$ cat src/rtl/lifo_arb.sv
// Round-robin arbiter sharing one LIFO between N clients; pop data returns one cycle after grant.
// Define LIFO_ARB_PRIO0_EN to give client 0 fixed priority over the round-robin order.

module lifo_arb_lane #(
  parameter int DWIDTH = 16
) (
  input  logic              i_req,
  input  logic              i_wr,
  input  logic              i_full,
  input  logic              i_empty,
  input  logic              i_gnt,
  input  logic [DWIDTH-1:0] i_data,
  output logic              o_elig,
  output logic              o_push,
  output logic              o_pop,
  output logic [DWIDTH-1:0] o_wdata
);
  assign o_elig  = i_req & (i_wr ? ~i_full : ~i_empty);
  assign o_push  = i_gnt & i_wr;
  assign o_pop   = i_gnt & ~i_wr;
  assign o_wdata = o_push ? i_data : '0;
endmodule

module lifo_arb #(
  parameter int DWIDTH = 16,
  parameter int N      = 4
) (
  input  logic                  clk_i,
  input  logic                  arstn_i,
  input  logic [N-1:0]          req_i,
  input  logic [N-1:0]          wr_i,
  input  logic [N*DWIDTH-1:0]   data_i,
  output logic [N-1:0]          gnt_o,
  output logic [DWIDTH-1:0]     rdata_o,
  output logic [N-1:0]          rvalid_o,
  output logic                  lifo_wrreq_o,
  output logic [DWIDTH-1:0]     lifo_data_o,
  output logic                  lifo_rdreq_o,
  input  logic [DWIDTH-1:0]     lifo_q_i,
  input  logic                  lifo_empty_i,
  input  logic                  lifo_full_i
);
  localparam int PW = $clog2(N);

  logic [N-1:0]             w_elig, w_gnt, w_push, w_pop;
  logic [N-1:0][DWIDTH-1:0] w_wdata;
  logic [PW-1:0]            r_ptr, w_ptr_nxt, w_idx;
  logic [PW:0]              w_cand;
  logic                     w_any;
  logic [N-1:0]             r_vld_pipe;
  logic [DWIDTH-1:0]        w_data_or;

  for (genvar g = 0; g < N; g++) begin : g_lane
    lifo_arb_lane #(.DWIDTH(DWIDTH)) u_lane (
      .i_req   (req_i[g]),
      .i_wr    (wr_i[g]),
      .i_full  (lifo_full_i),
      .i_empty (lifo_empty_i),
      .i_gnt   (w_gnt[g]),
      .i_data  (data_i[g*DWIDTH +: DWIDTH]),
      .o_elig  (w_elig[g]),
      .o_push  (w_push[g]),
      .o_pop   (w_pop[g]),
      .o_wdata (w_wdata[g])
    );
  end

  // Search from r_ptr upward with wrap; first eligible client wins.
  always_comb begin
    w_any  = 1'b0;
    w_idx  = '0;
    w_cand = '0;
    for (int k = 0; k < N; k++) begin
      w_cand = {1'b0, r_ptr} + (PW+1)'(k);
      if (w_cand >= (PW+1)'(N)) w_cand = w_cand - (PW+1)'(N);
      if (!w_any && w_elig[w_cand[PW-1:0]]) begin
        w_any = 1'b1;
        w_idx = w_cand[PW-1:0];
      end
    end
`ifdef LIFO_ARB_PRIO0_EN
    if (w_elig[0]) begin
      w_any = 1'b1;
      w_idx = '0;
    end
`endif
    // Grants are suppressed combinationally while reset is held.
    if (!arstn_i) w_any = 1'b0;
  end

  always_comb begin
    w_gnt = '0;
    if (w_any) w_gnt[w_idx] = 1'b1;
  end

  always_comb begin
    w_ptr_nxt = r_ptr;
    if (w_any) w_ptr_nxt = (w_idx == PW'(N-1)) ? '0 : w_idx + PW'(1);
`ifdef LIFO_ARB_PRIO0_EN
    if (w_any && w_idx == '0) w_ptr_nxt = r_ptr;
`endif
  end

  always_comb begin
    w_data_or = '0;
    for (int i = 0; i < N; i++) w_data_or = w_data_or | w_wdata[i];
  end

  always_ff @(posedge clk_i or negedge arstn_i) begin
    if (!arstn_i) begin
      r_ptr      <= '0;
      r_vld_pipe <= '0;
    end else begin
      r_ptr      <= w_ptr_nxt;
      r_vld_pipe <= w_pop;
    end
  end

  assign gnt_o        = w_gnt;
  assign lifo_wrreq_o = |w_push;
  assign lifo_rdreq_o = |w_pop;
  assign lifo_data_o  = w_data_or;
  assign rdata_o      = lifo_q_i;
  assign rvalid_o     = r_vld_pipe;
endmodule

$ cat config.mk
export PLATFORM = sky130hd
export DESIGN_NAME = lifo_arb
export DESIGN_NICKNAME = d
export VERILOG_FILES = /design/src/rtl/lifo_arb.sv
export SDC_FILE = /design/constraint.sdc
export NUM_CORES = 1
export LEC_CHECK = 0
export ABC_AREA = 1
export BUFFER_PORTS_ARGS = -buffer_cell sky130_fd_sc_hd__buf_4
export CAP_MARGIN = 15
export CORE_MARGIN = 2
export CORE_UTILIZATION = 43
export CTS_BUF_LIST = sky130_fd_sc_hd__clkbuf_16
export DETAILED_ROUTE_END_ITERATION = 10
export GPL_TIMING_DRIVEN = 0
export PLACE_DENSITY = 0.85
export SLEW_MARGIN = 5
export SYNTH_ARGS = -nofsm -noshare
export SYNTH_HDL_FRONTEND = slang
export SYNTH_HIERARCHICAL = 1
export SYNTH_SLANG_ARGS = --single-unit
$ cat constraint.sdc
create_clock -name clk_i -period 7.4 [get_ports clk_i]
set_input_delay 0.74 -clock clk_i [delete_from_list [all_inputs] [get_ports clk_i]]
set_output_delay 0.74 -clock clk_i [all_outputs]
set_load 0.005 [all_outputs]
==> results.yml <==
outcome:
  status: "complete, no violations"
grt:
  grt_usage_pct: 21.5
  grt_max_degree: 11
  grt_pass1_wl_mm: 7.60
  overflow: 0
  antenna_found_initial: 0
  grt_pass1_vias: 1833
worst_setup_path:
  crit_type: "in -> out"
  cp-end-kind: "primary output"
  crit_fanout: 10
  reg2reg_depth: 14
  worstPathRequired_ns: 6.66
  cp-start-kind: "primary input"
  arrival_ns: 3.28
  r2r_slack_ns: 5.25
  crit_path_start: "wr_i[2]"
  reg2reg_from: "r_ptr[0]$_DFFE_PN0P_"
floorplanning:
  start_util_pct: 45.0
  num_rows: 22
  die_y_microns: 66.1
  core_area_sq_um: 3690
  io_pins: 134
  die_w_microns: 66.1
  dieArea_sq_um: 4370
placement:
  io_buffer_count: 117
  dp_hpwl_mm: 4.14
  gp_congestion: 0.842
detailed_routing:
  ant_nets: 0
  drc_errors: 0
  drt-initial-drc-count: 74
  drt_pass1_iterations: 4
  wl_per_cell_microns: 10.3
  wl_mm: 4.78
  vias: 2019
  via_per_inst: 4.36
timing:
  relSlewSlack_pct: 76.7
  fin_crit_ns: 4.02
  finalCritPeriodShare_pct: 54.4
  slew_violations: 0
  hold_violations: 0
  finClkSkew_ns: 0.00104
  whs_ns: 0.323
  rsz0062_at_grt: "no"
  finalSetupViolCount: 0
  fmax_mhz: 249
  tns_ns: 0
  worstMarginPinSlew_ns: 0.349
final_layout:
  syn2layout_area_growth_pct: 61.1
  drive_gt1_share_pct: 48.4
  final.fill_count: 335
  finalNetCount: 513
  n_antenna_cell: 0
cts:
  cts_tree: "done"
  htree_levels: 1
  clkTransAtPathRegs_ns: 0.03
  clock_latency_ns: 0.23
  cts_root_buf: "clkbuf_16"
  cts_hold_buf: 0
  cts_sinks: 6
  cts-resized-gates: 0
  numCtsBuffers: 3
  clockBufferDepth: 2
  cts_setup_buffers: 0
synthesis:
  yosys.area.top_type: "inv_1"
  syn_area_per_cell_sq_um: 5.62
  netlist-cell-type-count: 18
  syn_nets: 391
  syn-cell-area_sq_um: 1660
  netlist_instances: 295
  synth_top_area_share_pct: 20.1
  synth-seq-cells: 6
  ys_seq_area_share_pct: 9.05
  yosys_warnings: 6
  synthTopCellsByArea: "inv_1, nor2_2, nand2_1"
power_and_ir_drop:
  leakage_uw: 0.00183
  ir_drop_v: 0.000134
  power-per-cell-area_nw_per_um2: 296
hold_path:
  hold_class: "in -> async"
flow_run:
  drv_cap: 0
## flip-flops by register name, indices dropped and copies added (netlist names)
| signal | flops |
|---|---|
| rvalid_o | 4 |
| r_ptr | 2 |
## final timing paths
path	end
setup / recovery	lifo_data_o[11]
hold / removal	rvalid_o[2]$_DFF_PN0_
setup reg to reg	rvalid_o[2]$_DFF_PN0_
hold reg to reg	r_ptr[1]$_DFFE_PN0P_
max in group asynchronous	rvalid_o[3]$_DFF_PN0_
min in group clk_i	r_ptr[1]$_DFFE_PN0P_
## worst max-delay path: stages
cell,delay [ns]
buf_4,0.13
nand2_1,0.05
nand2_1,0.04
nor2_1,0.14
inv_1,0.07
nand2_1,0.08
nand3_1,0.11
o21ai_1,0.13
nand2_1,0.09
nand2_1,0.07
nand2_1,0.06
nand3_1,0.12
inv_1,0.08
ha_1,0.19
inv_1,0.05
nor2_1,0.08
nand2_4,0.14
buf_6,0.19
nor2_2,0.04
or4_1,0.52
buf_4,0.15
## layout by cell type, fill, tap and decap left out, types with 3 or more instances in the layout
cell type	netlist	layout
buf_6	5	5
nand2_2	7	7
nor2_2	34	34
nor2_1	45	45
ha_1	4	4
nor2_4	5	5
inv_1	89	89
or4_1	18	18
dfrtp_1	6	6
inv_2	4	4
nand3_1	4	4
nand2_4	6	6
buf_4	16	133
nand2_1	46	46
clkbuf_16	0	3
## Yosys cell counts
| library cell | number |
|---|---|
| nor2_4 | 5 |
| nand2_2 | 7 |
| nand2_1 | 46 |
| buf_6 | 5 |
| inv_2 | 4 |
| nand3_1 | 4 |
| o21ai_1 | 2 |
| inv_1 | 89 |
| nor2_1 | 45 |
| dfrtp_1 | 6 |
| nand3_2 | 2 |
| buf_4 | 16 |
| o21ai_2 | 1 |
| nand2_4 | 6 |
| or4_1 | 18 |
| nand3_4 | 1 |
| ha_1 | 4 |
| nor2_2 | 34 |
## final cells by class
cell class	instances	area (sq um)	share of cell area, %
multi-input cells	175	983	36.8
repair buffers	117	878	32.9
inverters	93	349	13.1
plain buffers	21	176	6.60
flip-flops and latches	6	150	5.62
clock buffers	3	75.1	2.81
well taps	48	60.1	2.25
## through the flow
stage / power, uW / std cells / cell area, sq um / setup slack (ns) / utilization (%)
CTS: 798 / 463 / 2670 / 3.36 / 72.5
finish: 791 / 463 / 2670 / 3.38 / 72.5
floorplan: 461 / 295 / 1660 / 3.90 / -
global route: 873 / 463 / 2670 / 3.12 / 72.5
global placement: 698 / 460 / 2600 / 3.42 / 70.4
detailed placement: 709 / 460 / 2600 / 3.36 / 70.4
## metal layers
layer	up-vias	GRT usage (%)	part of all wire, %	wire length [microns]
li1	1065	-	-	-
met1	865	26.0	40	1920
met5	-	0	0	0
met3	4	2.90	7.2	346
met4	0	5.61	0.86	41
met2	85	39.5	52	2470
## where the power goes
part / internal, uW / switching [uW]
Sequential: 46.2 / 9.43
Clock: 69.3 / 17.3
Combinational: 302 / 346
## logic make-up (layout without fill, tap and decap cells)
kind of cell / after synthesis / after routing / share of synthesized area [%]
buf+inv: 114 / 234 / 31.7
compound gates: 3 / 3 / 1.13
fa+ha+maj: 4 / 4 / 3.02
flops: 6 / 6 / 9.05
simple gates: 168 / 168 / 55.1
Note: power is estimated with default switching activity, not from simulation.
